===== src/rtl/output_link_buffer.sv =====
// Egress link buffer: FIFO from crossbar output to inter-router link
// with on/off backpressure, framing check, occupancy/ready to allocator.
package noc_params;
  typedef enum logic [1:0] {
    HEAD     = 2'd0,
    BODY     = 2'd1,
    TAIL     = 2'd2,
    HEADTAIL = 2'd3
  } flit_label_t;

  typedef struct packed {
    flit_label_t flit_label;
    logic [13:0] payload;
  } flit_t;
endpackage

// Ports: clk, rst (sync, active-high); data_i/valid_flit_i from crossbar;
// on_off_i from neighbour; data_o/valid_flit_o link; ready_o, occupancy_o, error_o.
module output_link_buffer
  import noc_params::*;
#(
  parameter int unsigned BUFFER_SIZE = 4,
  parameter int unsigned RESERVE     = 1
) (
  input  logic                           clk,
  input  logic                           rst,
  input  flit_t                          data_i,
  input  logic                           valid_flit_i,
  input  logic                           on_off_i,
  output flit_t                          data_o,
  output logic                           valid_flit_o,
  output logic                           ready_o,
  output logic [$clog2(BUFFER_SIZE+1)-1:0] occupancy_o,
  output logic                           error_o
);

  localparam int unsigned PW = $clog2(BUFFER_SIZE);
  localparam int unsigned CW = $clog2(BUFFER_SIZE + 1);
  localparam logic [CW-1:0] FULL_CNT  = CW'(BUFFER_SIZE);
  localparam logic [CW-1:0] READY_MAX = CW'(BUFFER_SIZE - 1 - RESERVE);

  typedef enum logic {IDLE, ACTIVE} state_t;

  flit_t           mem [BUFFER_SIZE];
  logic [PW-1:0]   rd_ptr;
  logic [PW-1:0]   wr_ptr;
  logic [CW-1:0]   count;
  state_t          state;
  state_t          state_nxt;
  flit_t           head;
  logic            pop;
  logic            push;
  logic            overflow;
  logic            frame_err;

  assign head     = mem[rd_ptr];
  assign pop      = (count != '0) && on_off_i;
  assign push     = valid_flit_i && ((count != FULL_CNT) || pop);
  assign overflow = valid_flit_i && !push;

  assign occupancy_o = count;
  assign ready_o     = (count <= READY_MAX);

  always_ff @(posedge clk) begin
    if (push) begin
      mem[wr_ptr] <= data_i;
    end
  end

  always_ff @(posedge clk) begin
    if (rst) begin
      rd_ptr       <= '0;
      wr_ptr       <= '0;
      count        <= '0;
      valid_flit_o <= 1'b0;
      data_o       <= '0;
      error_o      <= 1'b0;
    end else begin
      if (push) wr_ptr <= wr_ptr + 1'b1;
      if (pop) begin
        rd_ptr <= rd_ptr + 1'b1;
        data_o <= head;
      end
      valid_flit_o <= pop;
      count        <= count + CW'(push) - CW'(pop);
      if (overflow || frame_err) error_o <= 1'b1;
    end
  end

  always_ff @(posedge clk) begin
    if (rst) state <= IDLE;
    else     state <= state_nxt;
  end

  // A misplaced HEAD/HEADTAIL in ACTIVE restarts the packet.
  always_comb begin
    state_nxt = state;
    if (pop) begin
      unique case (1'b1)
        head.flit_label == HEAD:     state_nxt = ACTIVE;
        head.flit_label == HEADTAIL: state_nxt = IDLE;
        head.flit_label == TAIL:     state_nxt = IDLE;
        default:                     state_nxt = state;
      endcase
    end
  end

  always_comb begin
    frame_err = 1'b0;
    if (pop) begin
      unique case (state)
        IDLE:    frame_err = (head.flit_label == BODY) ||
                             (head.flit_label == TAIL);
        ACTIVE:  frame_err = (head.flit_label == HEAD) ||
                             (head.flit_label == HEADTAIL);
        default: frame_err = 1'b0;
      endcase
    end
  end

endmodule

===== config.mk =====
export PLATFORM = sky130hd
export DESIGN_NAME = output_link_buffer
export DESIGN_NICKNAME = d
export VERILOG_FILES = /design/src/rtl/output_link_buffer.sv
export SDC_FILE = /design/constraint.sdc
export NUM_CORES = 1
export LEC_CHECK = 0
export ABC_AREA = 1
export BUFFER_PORTS_ARGS = -buffer_cell sky130_fd_sc_hd__buf_2
export CAP_MARGIN = 10
export CORE_UTILIZATION = 45
export CTS_BUF_LIST = sky130_fd_sc_hd__clkbuf_8 sky130_fd_sc_hd__clkbuf_16
export DETAILED_ROUTE_END_ITERATION = 10
export GPL_ROUTABILITY_DRIVEN = 0
export REMOVE_ABC_BUFFERS = 1
export SLEW_MARGIN = 20
export SYNTH_ARGS = -nofsm -noshare
export SYNTH_HDL_FRONTEND = slang
export SYNTH_SLANG_ARGS = --single-unit

===== constraint.sdc =====
create_clock -name clk -period 2.1 [get_ports clk]
set_input_delay 0.42 -clock clk [delete_from_list [all_inputs] [get_ports clk]]
set_output_delay 0.42 -clock clk [all_outputs]
set_load 0.005 [all_outputs]

Word-level counts from Yosys, hierarchy flattened
Memories as Yosys holds them, arrays and structs flattened. A register that Yosys moved wholly into a read port is not among the register bits.
Cells that the tools add are included.

operators by class
  equal/unequal tests = 4
  div/mod/pow operators = 0
  shifts and indexed selects = 0
  order comparisons = 1
  reductions and logical operators = 13
  bitwise logic cells = 1
  muxes and demuxes = 7
  add/sub/neg operators = 4
  multipliers = 0

operator list
  kind                   count
  $add A2 B1 Y2 const B  2
  $eq A2 B2 Y1 const B   2
  $logic_or A1 B1 Y1     4
  $mux W2                2
  $pmux W1 S2            2
  $add A3 B1 Y3          1
  $le A3 B2 Y1 const B   1
  $logic_and A1 B1 Y1    3
  $mux W1                3
  $ne A3 B3 Y1 const B   1
  $reduce_bool A3 Y1     1
  $sub A3 B1 Y3          1
  $eq A2 B1 Y1 const B   1
  $logic_not A2 Y1       1
  $reduce_and A2 Y1      1
  $reduce_bool A2 Y1     1
  $reduce_or A2 Y1       1
  $logic_not A1 Y1       1
  $not A1 Y1             1

word-level totals
  memories = 1
  bits of input ports = 20
  memory bits (writable) = 64
  logic and storage cells = 39
  register bits = 26
  bits in latches = 0
  bits in read-only memories = 0

memories
  memory  words  bits a word  read ports  clocked after memory_dff  write ports  RTL line  text
  mem     4      16           1           1                         1            44        flit_t mem [BUFFER_SIZE];

Logic depth before layout (Yosys ltp)
Gate-level depths: netlist of run 1.

  depth after elaboration = 7
  depth in mapped cells = 13

Least setup slack after synthesis of run 1
No wires, ideal clock.

  kind = register to register
  start = register count[1] (netlist: occupancy_o[1])
  end = register count[2] (netlist: occupancy_o[2])
  cell stages (with the launch flop) = 10
  arrival = 1.766 ns
  period minus slack after synthesis = 1.881 ns
  slack = 0.219 ns
  required time = 1.986 ns
  setup time = 0.114 ns
  cells stage by stage = dfxtp_1 -> nor2_4 -> nand3_1 -> nand2_1 -> ha_1 -> inv_1 -> ha_1 -> fa_1 -> xor2_1 -> nor2_1

on the way
  cells in the longest elaborated chain, start to end = 6
  elaborated cells on any way between the ends = 7
  those cells by class = add/sub (2); eq/ne (1); reduce/logical (4)

ends and longest elaborated chain
  item                    RTL line  text
  start, declared         47        logic [CW-1:0] count;
  start signal, assigned  85        count <= count + CW'(push) - CW'(pop);
  $reduce_bool A3 Y1      57        assign pop = (count != '0) && on_off_i;
  $logic_and A1 B1 Y1     57
  $logic_or A1 B1 Y1      58        assign push = valid_flit_i && ((count != FULL_CNT) || pop);
  $logic_and A1 B1 Y1     58
  $add A3 B1 Y3           85
  $sub A3 B1 Y3 (*)       85

Every way passes the cells marked *; elsewhere a longest branch is shown, timed or not.
A chain may end at the register's enable or synchronous reset.

Worst setup path after layout of run 1
  start = register count[1] (netlist: occupancy_o[1])
  end = register count[2] (netlist: occupancy_o[2])

on the way
  cells in the longest elaborated chain, start to end = 6
  elaborated cells on any way between the ends = 7
  those cells by class = add/sub (2); eq/ne (1); reduce/logical (4)

ends and longest elaborated chain
  item                     RTL line  text
  $reduce_bool A3 Y1 (*)   57
  $logic_and A1 B1 Y1 (*)  57
  via pop                  51        logic pop;
  $logic_or A1 B1 Y1       58
  $logic_and A1 B1 Y1      58
  $add A3 B1 Y3            85
  $sub A3 B1 Y3 (*)        85

Mark *: on every way through the listed nets, which the timed path passes. The rest lies on a longest branch.

==> results by stage, run 1 <==
Global route:
- The maximum number of pins on one net before global-route repair is 36.
- The overflow left after global routing is 0.
- For this run, the total global-route usage over all layers was measured as 16.7%.
- The first global-routing pass estimated 12.1 mm of wire.
- The via count of the first global-routing pass is 2571.
- The number of antenna violations at the first check in global routing was 0.

Clock network:
- The cell sitting at the root of the clock tree is a clkbuf_8.
- Once the clock tree was built, the resizer swapped 0 gates to a different size.
- The count of H-tree levels built during CTS is 3.
- Counting the buffers created by CTS gives 9.
- Once the clock tree was built, the setup fixing pass inserted 0 buffers.
- The hold buffer count at cts is 0.
- The register clock-pin slew on the reported worst setup and hold paths is 100 ps.
- The tree built by TritonCTS fans out to 92 sinks.
- TritonCTS built the clock tree.
- In this run the deepest clock path goes through 2 buffers.
- The clock reaches the later pin of the worst-skew pair after 360 ps.

Finish:
- After filler insertion, the fill cell instance count of the layout stands at 804.
- Excluding fillers, the count of instances in the completed layout stands at 614.
- The final layout net count is 532.
- Leaving out fill and tap cells, the most frequent cells in the layout are nand2_1 (126), inv_1 (106), edfxtp_1 (64).
- Cells with a size suffix above 1 make up 15.8% of the layout.
- The library cell used most frequently in the layout, excluding fill and tap cells, is nand2_1.
- Relative to the synthesized area, the layout overhead comes to 13.4%.
- The repair_antennas step left the layout with diodes totalling 0.

Synthesis:
- The share of the synthesized area in the top cell type is 47.2%.
- The post-synthesis average cell area is 9.09 um^2.
- The count of mapped cells out of synthesis is 448.
- The number of flip-flops and latches in the synthesized netlist is 92.
- The cell type with the largest total area after synthesis is edfxtp_1.
- The cell area that synthesis handed to floorplanning was 4070 um^2.
- The sequential fraction of the synthesis area is 61.0%.
- The warning count from the yosys run is 0.
- The count of different cell masters after synthesis is 22.
- By area the synthesized netlist is led by edfxtp_1 (47%), dfxtp_1 (14%), nand2_1 (12%).

Worst setup path:
- By startpoint and endpoint, the worst setup path is classified as reg2reg.
- The data arrival time of the worst path is 2130 ps.
- The highest net fanout along the worst path is 4.
- Tracing the worst setup path back leads to its startpoint at occupancy_o[1]$_SDFF_PP0_.
- The sort of element at the end of the critical path is a flip-flop.
- STA classifies the critical path startpoint as a flip-flop.
- Measured in cells, the most critical reg-to-reg path has a length of 10.
- The start of the worst register-to-register path is occupancy_o[1]$_SDFF_PP0_.
- For the worst setup path, the data required time is 2360 ps.

Floorplan:
- The row count is 34.
- The effective utilization at floorplan is 46.7%.
- From bottom edge to top edge, the die measures 97.1 um.
- The chip width is 97.1 um.
- The floorplan core area is 8720 um^2.
- The floorplan step defined a die boundary enclosing 9430 um^2.
- During I/O placement, the number of pins put on the boundary was 42.

STA:
- Static timing analysis puts the maximum clock frequency at 535 MHz.
- The final hold violation count is 0.
- Headroom to the max-slew limit came out at 72.2%.
- At the pin with the least slew margin, the transition time is 417 ps.
- The final worst hold slack is 272 ps.
- The clock period could shrink to 1870 ps.
- Between clock sinks in the finished design, the worst skew comes to 14.6 ps.
- The total of endpoints with negative setup slack in the final report is 0.
- Dividing the final minimum period by the clock period gives 89.1%.
- The number of max-slew violations in the final report is 0.
- Setup repair after global routing left no endpoint under its margin.

Min path:
- The number of cells traversed by the worst hold path is 1.
- The start point of the worst hold path is data_i[11].
- The type of the tightest min-delay check is in2reg.

Drt:
- The final routed DRC violation total is 0.
- The detailed router finished its first iteration with 78 violations.
- The number of vias after detailed routing is 2713.
- The antenna violation net count after detailed routing is 0.
- The routed length per placed instance is 11.7 um.
- The pre-antenna-repair detailed-routing pass consisted of 4 iterations.
- The number of vias per cell after detailed routing is 4.42.
- Summed over all layers, the routed wires come to 7.19 mm.

Placed design:
- In this run, placement finished with an instance count of 598.
- Summed over all nets, the half-perimeter wirelength after detailed placement is 4.76 mm.
- The number of I/O port buffers is 41.

Run status:
- The run finished with clean final reports.

Pwr:
- The largest voltage drop on the vdd net is 0.401 mV.
- Power spread over the standard cell area amounts to 1050 nW/um^2.
- The static leakage power is 2.27 nW.

Flow run:
- Across the run, the number of max-cap violations was 0.
[per-layer routing]
metal	vias to the layer above	part of all wire, %	GRT usage, %
li1	1450	-	-
met1	1209	48	21.0
met2	44	48	28.3
met3	10	2.6	2.81
met4	0	1.6	7.23
met5	-	0	0
[sequential cells by signal, summed over array words and instances (netlist names), named ones only]
register and cells:
data_o 16, error_o 1, mem 64, occupancy_o 3, rd_ptr 2, state 1
valid_flit_o 1, wr_ptr 2
[worst max-delay path, cell delays in order, from the launching register on]
cell	delay, ps
dfxtp_1	360
nor2_4	150
nand2_4	80
nand2_4	60
inv_1	50
ha_1	260
inv_1	40
ha_1	180
fa_1	380
xor2_1	160
nor2_1	50
[final timing paths]
check                              endpoint  slack, ps
hold reg to reg      data_o[1]$_SDFFE_PP0P_        520
hold / removal         mem[2][11]$_DFFE_PP_        270
setup reg to reg  occupancy_o[2]$_SDFF_PP0_        230
setup / recovery  occupancy_o[2]$_SDFF_PP0_        230
[logic make-up after synthesis]
kind of cell	share of synthesized area, %
fa+ha+maj	3.56
flops	61.0
xor+xnor	0.430
buf+inv	12.6
compound gates	0.768
simple gates	21.7
[area by class of cell]
| type | instances | area, um^2 | area share, % |
|---|---|---|---|
| Clock buffer | 9 | 124 | 2.68 |
| Clock inverter | 7 | 56.3 | 1.22 |
| Inverter | 108 | 405 | 8.78 |
| Multi-Input combinational cell | 233 | 1080 | 23.3 |
| Sequential cell | 92 | 2480 | 53.8 |
| Tap cell | 108 | 135 | 2.93 |
| Timing Repair Buffer | 57 | 338 | 7.32 |
[synthesized netlist by cell type]
cell and count:
o21bai_1 1, o21ai_0 1, xnor2_1 1, nand3_1 37, buf_4 5, fa_1 1, nor2_4 1, buf_6 3
dfxtp_1 28, nand4_1 2, ha_1 10, inv_2 2, edfxtp_1 64, inv_1 106, a21oi_2 1, xor2_1 1
nand2_1 126, a21oi_1 2, nor2_1 46, nand2_4 2, nand2_2 1, buf_2 7
[where the power goes]
group / switching [mW] / internal (mW) / total [mW]
Combinational: 0.874 / 0.557 / 1.43
Clock: 0.657 / 0.447 / 1.10
Sequential: 0.120 / 2.20 / 2.32
Total: 1.65 / 3.20 / 4.85
[stage by stage]
stage               worst slack, ps  cell area, um^2  power [mW]  util [%]  TNS [ps]
floorplan                     -33.0             3970        3.31         -     -33.0
global placement                136             4440        3.78      50.9         0
detailed placement              103             4440        3.81      50.9         0
CTS                             218             4620        4.92      53.0         0
global route                    109             4620        5.22      53.0         0
finish                          230             4620        4.85      53.0         0
No activity file was read; power rests on OpenSTA's default activity.
==> run 2: changes to the inputs <==
--- a/config.mk
+++ b/config.mk
@@ -6,12 +6,15 @@
 export NUM_CORES = 1
 export LEC_CHECK = 0
 export ABC_AREA = 1
+export ABC_CLOCK_PERIOD_IN_PS = 1500
 export BUFFER_PORTS_ARGS = -buffer_cell sky130_fd_sc_hd__buf_2
 export CAP_MARGIN = 10
+export CORE_MARGIN = 2
 export CORE_UTILIZATION = 45
 export CTS_BUF_LIST = sky130_fd_sc_hd__clkbuf_8 sky130_fd_sc_hd__clkbuf_16
 export DETAILED_ROUTE_END_ITERATION = 10
 export GPL_ROUTABILITY_DRIVEN = 0
+export PLACE_DENSITY = 0.66
 export REMOVE_ABC_BUFFERS = 1
 export SLEW_MARGIN = 20
 export SYNTH_ARGS = -nofsm -noshare
==> constraint.sdc (replaced) <==
create_clock -name clk -period 1.5 [get_ports clk]
set_input_delay 0.3 -clock clk [delete_from_list [all_inputs] [get_ports clk]]
set_output_delay 0.3 -clock clk [all_outputs]
set_load 0.005 [all_outputs]
==> run 2 against run 1 <==
Clock skew decreased by 9.0 ps. The flow now finishes with violations (negative setup slack). Cell count increased by 3.9%. Via count increased by 4.3%. Sequential share of layout area decreased by 3.3 points. Clock power increased by 78%. Fmax increased by 3.4%. Critical path depth unchanged. First-iteration DRC count increased by 2.6%. Cell area increased by 6.8%. Register-to-register slack got worse by 540 ps. Global-route usage increased by 0.33 points. Die area increased by 4.2%.
==> results by stage, run 2 (same netlist as run 1, synthesis figures left out) <==
STA:
- The number of max-slew violations in the final report is 0.
- The share of the clock period used by the worst path after layout is 121%.
- Headroom to the max-slew limit came out at 73.9%.
- In the final timing run, aggregate negative setup slack is -662 ps.
- On the final layout, the worst hold slack is 160 ps.
- Setup repair after global routing could not meet its margin everywhere.
- The worst-case clock skew is 5.59 ps.
- For this run, the top clock speed supported by timing is 553 MHz.
- Across all setup checks in the final design, the least slack found is -310 ps.
- The final hold violation count is 0.
- The time the final worst path needs with I/O delays and setup is 1810 ps.
- The transition time of the tightest slew-check pin is 391 ps.
- Setup violations remaining at the end of the flow were counted as 3.

Finish:
- The register with the most flip-flops in the layout has 64 of them.
- The diode insertion count for antenna repair is 0.
- Counting the fill cells in the layout gives 768.
- The most frequent standard cell in the layout excluding fill and tap cells is nand2_1.
- In the layout the commonest cells are nand2_1 (125), inv_1 (103), edfxtp_1 (64).
- Once layout is done, the placed cells without fillers occupy 4930 um^2.
- The register with the most flip-flops in the final layout is mem.
- The final layout net count is 556.
- The area growth from synthesis to final layout is 21.2%.
- In the final layout, the share of cells above drive strength 1 is 22.8%.

Flow run:
- The tool flagged a number of max-cap violations equal to 0.

Drt:
- The antenna violation net count after detailed routing is 0.
- The number of design-rule violations left by the first detailed-router iteration is 80.
- After detailed routing, the average wire length per cell comes to 12.3 um.
- After detailed routing, the number of vias per cell comes to 4.44.
- The routed layout has 2830 vias.
- The post-detailed-routing wire length is 7.87 mm.
- The first TritonRoute pass finished after 4 iterations.
- After detailed routing, the number of remaining DRC violations is 0.

Worst setup path:
- The required time of the critical path is 1790 ps.
- The kind of cell adding the most delay to the critical path is adder cells.
- Data on the critical path arrives at its endpoint at 2100 ps.
- The delay contributed by the slowest stage of the critical path is 510 ps.
- The setup path with the least slack is of type reg2reg.
- The critical path goes through nor2_4 -> nand2_4 -> nand2_4 -> inv_4 -> ha_4 -> inv_2 -> ha_4 -> fa_2 -> inv_1 -> nor2_1.
- Of all nets on the critical path, the largest fanout is 3.
- The sort of element at the end of the critical path is a flip-flop.
- The worst setup path is launched from a flip-flop.
- The number of buffers and inverters on the critical path is 3.
- The slowest cell on the critical path is fa_2.

Clock network:
- The maximum number of buffers from clock root to sink is 2.
- Hold repair after CTS inserted 0 buffers.
- CTS placed an instance of clkbuf_8 at the clock tree root.
- TritonCTS built the clock tree.
- Clock-pin slew was measured on the worst setup and hold paths at 90 ps.
- The later-pin clock latency in the skew report is 350 ps.
- For this design, the sink count on the clock tree is 92.
- The count of H-tree levels built during CTS is 3.
- Buffers inserted during clock tree synthesis total 9.

Floorplan:
- The I/O pin count is 42.
- For this configuration, the core starts out at a cell density of 46.5%.
- The die boundary height is 99.1 um.
- The floorplan die area is 9820 um^2.
- The row count is 34.
- From left edge to right edge, the die measures 99.1 um.
- The floorplan core area is 8760 um^2.

Pwr:
- The clock network burns 25.3% of the power.
- The switching part of the total power is 31.5%.
- The part of the power in combinational logic is 32.5%.
- Summed over all cells, the static leakage comes to 2.42 nW.
- After layout, the design draws a total of 7.73 mW.
- The power density relative to cell area is 1570 nW/um^2.
- The internal portion of the total power is 5.30 mW.
- The largest voltage drop on the vdd net is 0.568 mV.
- Registers are responsible for 42.2% of the overall power.
- The analysis attributes to net switching a power of 2.44 mW.

Global route:
- The number of antenna violations at the first check in global routing came to 0.
- The via count of the first global-routing pass is 2787.
- The overflow left after global routing is 0.
- The first global-routing pass estimated 12.8 mm of wire.
- The maximum number of pins on one net before global-route repair is 36.
- The overall fraction of global-route tracks in use is 17.0%.

Placed design:
- In this run the cell area measured after placement is 4550 um^2.
- In this run the tool buffered the top-level ports with 41 buffer cells.
- The half-perimeter wire length after detailed placement is 5.25 mm.

Min path:
- The type of the tightest min-delay check is in2reg.

Run status:
- The flow ran to the end, but the final reports show violations.
- The final reports fail on negative setup slack.
## run 2: cell count changes in the layout (fill, tap and decap cells not counted), sizes merged
cell / delta
buf: +24
bufinv: +3
inv: -3
clkinv: +1
clkinvlp: -1
## run 2: final cells by class
| cell class | count | area [um^2] | area share [%] |
|---|---|---|---|
| Sequential cell | 92 | 2490 | 50.5 |
| Multi-Input combinational cell | 233 | 1140 | 23.1 |
| Inverter | 108 | 410 | 8.32 |
| Timing Repair Buffer | 81 | 517 | 10.5 |
| Clock buffer | 9 | 124 | 2.51 |
| Clock inverter | 7 | 116 | 2.36 |
| Tap cell | 108 | 135 | 2.74 |
## run 2: per-stage QoR
stage,instances,utilization (%),setup WS [ps]
2_1_floorplan,433,-,-633
4_1_cts,636,55.7,-256
6_report,638,56.3,-310
3_3_place_gp,615,52.0,-313
3_5_place_dp,615,52.0,-352
5_1_grt,638,56.3,-353
## run 2: timing repair
item,4_1_cts,5_1_grt
resized for setup,17,11
pin swaps,2,2
buffers inserted,5,3
endpoints found under the setup margin,42,52
hold endpoints to repair,0,0
## run 2: worst paths after layout
path              slack [ps]                   endpoint                      start  cells after the start
setup / recovery        -310  occupancy_o[1]$_SDFF_PP0_  occupancy_o[0]$_SDFF_PP0_                     10
hold / removal           160       mem[0][11]$_DFFE_PP_                 data_i[11]                      1
setup reg to reg        -310  occupancy_o[1]$_SDFF_PP0_  occupancy_o[0]$_SDFF_PP0_                     10
hold reg to reg          510                  flip-flop     rd_ptr[1]$_SDFFE_PP0P_                      2
## run 2: power groups by stage
stage | logic, mW | registers (mW) | clock network (mW)
2_1_floorplan | 1.26 | 3.37 | 0
3_3_place_gp | 2.15 | 3.29 | 0
3_5_place_dp | 2.21 | 3.30 | 0
4_1_cts | 2.41 | 3.26 | 2.00
5_1_grt | 2.84 | 3.31 | 2.10
6_report | 2.52 | 3.26 | 1.96
## run 2: metal layers
| layer | up-vias | part of all wire [%] | global-route usage, % |
|---|---|---|---|
| li1 | 1499 | - | - |
| met1 | 1274 | 44 | 20.4 |
| met2 | 50 | 51 | 29.7 |
| met3 | 7 | 3.3 | 3.94 |
| met4 | 0 | 1.4 | 6.85 |
| met5 | - | 0 | 0 |
==> run 3: changes to the inputs <==
--- a/config.mk
+++ b/config.mk
@@ -5,7 +5,7 @@
 export SDC_FILE = /design/constraint.sdc
 export NUM_CORES = 1
 export LEC_CHECK = 0
-export ABC_AREA = 1
+export ABC_AREA = 0
 export ABC_CLOCK_PERIOD_IN_PS = 1500
 export BUFFER_PORTS_ARGS = -buffer_cell sky130_fd_sc_hd__buf_2
 export CAP_MARGIN = 10
@@ -14,7 +14,7 @@
 export CTS_BUF_LIST = sky130_fd_sc_hd__clkbuf_8 sky130_fd_sc_hd__clkbuf_16
 export DETAILED_ROUTE_END_ITERATION = 10
 export GPL_ROUTABILITY_DRIVEN = 0
-export PLACE_DENSITY = 0.66
+export PLACE_DENSITY = 0.67
 export REMOVE_ABC_BUFFERS = 1
 export SLEW_MARGIN = 20
 export SYNTH_ARGS = -nofsm -noshare
==> run 3 against run 2 <==
The flow still finishes with violations (negative setup slack). Via count shrank 33%. Area after synthesis shrank 14%. Sequential share of layout area grew 8.4 points. Critical endpoint unchanged. Highest routed layer unchanged.
==> results by stage, run 3 <==
Synthesis:
- After synthesis the cells add up to 3490 um^2.
- For this run, asynchronously set or reset flops after synthesis account for 0%.
- The largest total area in the synthesized netlist belongs to edfxtp_1.
- In the post-synthesis netlist, the cell with the most instances is edfxtp_1.
- The predominant post-synthesis flop cell is edfxtp_1.
- Of the total synthesized cell area, the portion taken by AND, OR, NAND and NOR gates is 3.58%.
- The count of mapped cells out of synthesis is 188.
- The synthesized netlist devotes 6.24% of its cell area to compound gates.
- The sequential fraction of the synthesis area is 71.1%.
- Of the total synthesized cell area, the portion taken by XOR and XNOR cells is 0.753%.
- The fraction of synthesized area in multiplexers is 10.8%.
- Summed over its instances, the top area cell type makes up 55.1% of the synthesized netlist area.
- The synthesized design contains 92 register bits.
- The adder-cell area share of the yosys netlist is 4.16%.
- Counting flops with a built-in enable in the synthesized netlist gives 64.
- During synthesis, Yosys emitted a total of 0 warnings.
- The largest family of logic cells by synthesized area is multiplexers.
- Sorting the synthesized cells by how often they occur yields edfxtp_1 (64), dfxtp_1 (28), a22o_1 (16).
- A synthesized cell averages 18.6 um^2.
- After synthesis, the cell types taking the most area are edfxtp_1 (55%), dfxtp_1 (16%), mux4_2 (7.7%).
- The count of different cell masters after synthesis is 30.

Clock network:
- The count of H-tree levels built during CTS is 3.
- The clock passes through at most 2 buffers.
- The TritonCTS clock tree is yes.
- The root buffer selected by CTS is clkbuf_8.
- The number of hold buffers added after CTS was 0.
- CTS saw 92 sinks.
- The number of buffers inserted during clock tree synthesis is 9.
- After clock tree synthesis, the clock-pin slew on the worst setup and hold paths is 90 ps.
- The later-pin clock latency in the skew report is 340 ps.

Worst setup path:
- In this run the worst path has a maximum fanout of 4.
- The worst register-to-register path begins at occupancy_o[0]$_SDFF_PP0_.
- The data arrival time of the worst path is 2130 ps.
- The required time of the critical path is 1740 ps.
- The critical path starts at occupancy_o[0]$_SDFF_PP0_.
- The endpoint identified for the worst register-to-register timing path is occupancy_o[1]$_SDFF_PP0_.
- STA classifies the critical path startpoint as a flip-flop.
- Counting cells, the worst reg-to-reg path comes to 8.
- The worst reg-to-reg setup slack is -400 ps.
- The setup path with the least slack is of type reg2reg.
- The sort of element at the end of the critical path is a flip-flop.

Drt:
- The antenna violation net count after detailed routing is 0.
- Across all layers, the routed design uses 1885 vias.
- The number of vias per cell after detailed routing is 5.21.
- The pre-antenna-repair detailed-routing pass consisted of 4 iterations.
- After the first detailed-routing iteration, the DRC count stood at 149.
- For this run, design rule violations remaining after detail routing come to 0.
- The final layout contains routed wiring with a total length of 6.38 mm.
- The routed length per placed instance is 17.6 um.

Floorplan:
- The effective utilization at floorplan is 45.9%.
- In this run the core area contains 32 standard-cell rows.
- 42 I/O pins were placed.
- The die covers 8480 um^2.
- In this run the standard cell core region covers 7610 um^2.
- In this run the horizontal extent of the chip is 92.1 um.
- Measured along the y axis, the die boundary spans 92.1 um.

Run status:
- The run finished, with violations left.
- The checks that failed: negative setup slack.

Placed design:
- Before CTS, the worst setup slack after placement is -456 ps.
- During placement, the flow inserted port buffers numbering 41.
- After legalization and detailed placement, the total HPWL measured 3.74 mm.
- The placed instances occupy a cell area of 3960 um^2.
- The number of placed instances, taps included is 344.

Global route:
- The number of antenna violations at the first check in global routing is 0.
- The maximum number of pins on one net before global-route repair is 18.
- The first global-routing pass estimated 9.40 mm of wire.
- The overall fraction of global-route tracks in use is 15.3%.
- The overflow left after global routing is 0.
- The via count of the first global-routing pass is 1861.

STA:
- The share of the clock period used by the worst path after layout is 127%.
- The total of endpoints with negative setup slack in the final report is 72.
- Headroom to the max-slew limit came out at 69.3%.
- The final hold violation count came to 0.
- Static timing analysis puts the maximum clock frequency at 527 MHz.
- The transition time of the tightest slew-check pin is 459 ps.
- The worst-case clock skew is 8.01 ps.
- The number of max-slew violations in the final report came to 0.
- The summed negative setup slack over all endpoints is -10600 ps.
- The time the final worst path needs with I/O delays and setup is 1900 ps.
- Setup repair after global routing could not meet its margin everywhere.
- Setup slack on the critical path of the routed design comes to -398 ps.

Finish:
- mem holds more flip-flops than any other register.
- 0 antenna diodes ended up in the layout.
- For this run, the number of standard cells in the final layout without fillers is 362.
- In the layout the commonest cells are edfxtp_1 (64), buf_2 (41), dfxtp_1 (24).
- The ratio of cells with drive above 1 in the final layout is 43.1%.
- The number of flip-flops in the largest register is 64.
- Summing all non-filler instances in the final layout gives an area of 4230 um^2.
- The library cell used most frequently in the layout, excluding fill and tap cells, is edfxtp_1.
- For this run, the post-layout net count is 286.
- The area growth from synthesis to final layout is 21.3%.

Pwr:
- The power density relative to cell area is 1540 nW/um^2.
- In this run, the combinational gates consume 27.9% of the power.
- The power consumption is 6.51 mW.
- The share of power burned in registers is 50.1%.
- Summed over all nets, the switching power comes to 1.82 mW.
- The internal portion of total power is 4.69 mW.
- The analysis attributes to cell leakage a power of 1.57 nW.
- Net switching is 28.0% of the power.
- The worst-case IR drop observed on VDD is 0.767 mV.
- The clock share of power is 22.0%.

Min path:
- In this run the most critical hold path is launched from data_i[6].
- The min-delay analysis places its worst path in the category in2reg.
- The endpoint with the worst hold slack is mem[2][6]$_DFFE_PP_.
- Along the worst hold path, the cell count comes to 1.

Flow run:
- The max-capacitance violation count is 0.
run 3: cell count changes in the layout (fill, tap and decap cells not counted), sizes merged, moves of 3 or more:
cell,delta
nand2,-129
inv,-93
nor2,-40
nand3,-35
buf,-22
a22o,+16
mux4,+16
and3,+8
bufinv,-3
o21ai,+3
run 3: critical path, stage by stage (launching register included):
cell and delay [ps]:
dfxtp_4 380, nor4b_4 290, nor2_1 70, inv_1 100, ha_4 210, inv_2 60
ha_4 120, fa_2 420, nor2b_4 140
run 3: power groups by stage:
| stage | clock network, mW | registers, mW | logic (mW) |
|---|---|---|---|
| after detailed placement | 0 | 3.27 | 1.59 |
| after global placement | 0 | 3.26 | 1.56 |
| after global routing | 1.60 | 3.29 | 2.00 |
| after CTS | 1.48 | 3.25 | 1.75 |
| final | 1.43 | 3.26 | 1.82 |
| after floorplan | 0 | 3.34 | 0.860 |
run 3: kinds of logic (layout without fill, tap and decap cells):
kind of cell | after synthesis | in the layout
fa+ha+maj | 11 | 11
compound gates | 27 | 27
flops | 92 | 92
buf+inv | 20 | 88
mux | 16 | 16
simple gates | 19 | 23
xor+xnor | 3 | 3
run 3: how the worst max path moves through the flow:
stage | to | slack [ps] | cells past startpoint
detailed placement | occupancy_o[1]$_SDFF_PP0_ | -460 | 9
floorplan | state$_SDFFE_PP0P_ | -860 | 4
CTS | occupancy_o[1]$_SDFF_PP0_ | -360 | 7
global placement | occupancy_o[1]$_SDFF_PP0_ | -440 | 9
global route | occupancy_o[1]$_SDFF_PP0_ | -480 | 8
finish | occupancy_o[1]$_SDFF_PP0_ | -400 | 8
run 3: repair_timing:
item	CTS	global route
setup buffers	1	2
pin swaps	10	13
gates cloned	0	4
setup endpoints to repair	88	72
resized for setup	22	13
run 3: area by class of cell:
cell class	count	area (um^2)
clock buffer	10	138
clock inverter	6	31.3
fill	618	3370
inverter	13	51.3
multi-input combinational	80	1040
sequential	92	2490
tap	102	128
timing repair buffer	59	352
run 3: routing by layer:
layer / vias to the layer above / part of all wire [%] / GRT usage, %
met1: 964 / 43 / 17.7
met4: 0 / 0.56 / 5.22
li1: 880 / - / -
met2: 39 / 52 / 26.5
met5: - / 0 / 0
met3: 2 / 3.6 / 5.42
run 3: per-stage QoR:
stage	hold WS [ps]	util, %
2_1_floorplan	369	-
3_3_place_gp	452	52.0
3_5_place_dp	462	52.0
4_1_cts	150	55.4
5_1_grt	136	55.6
6_report	165	55.6
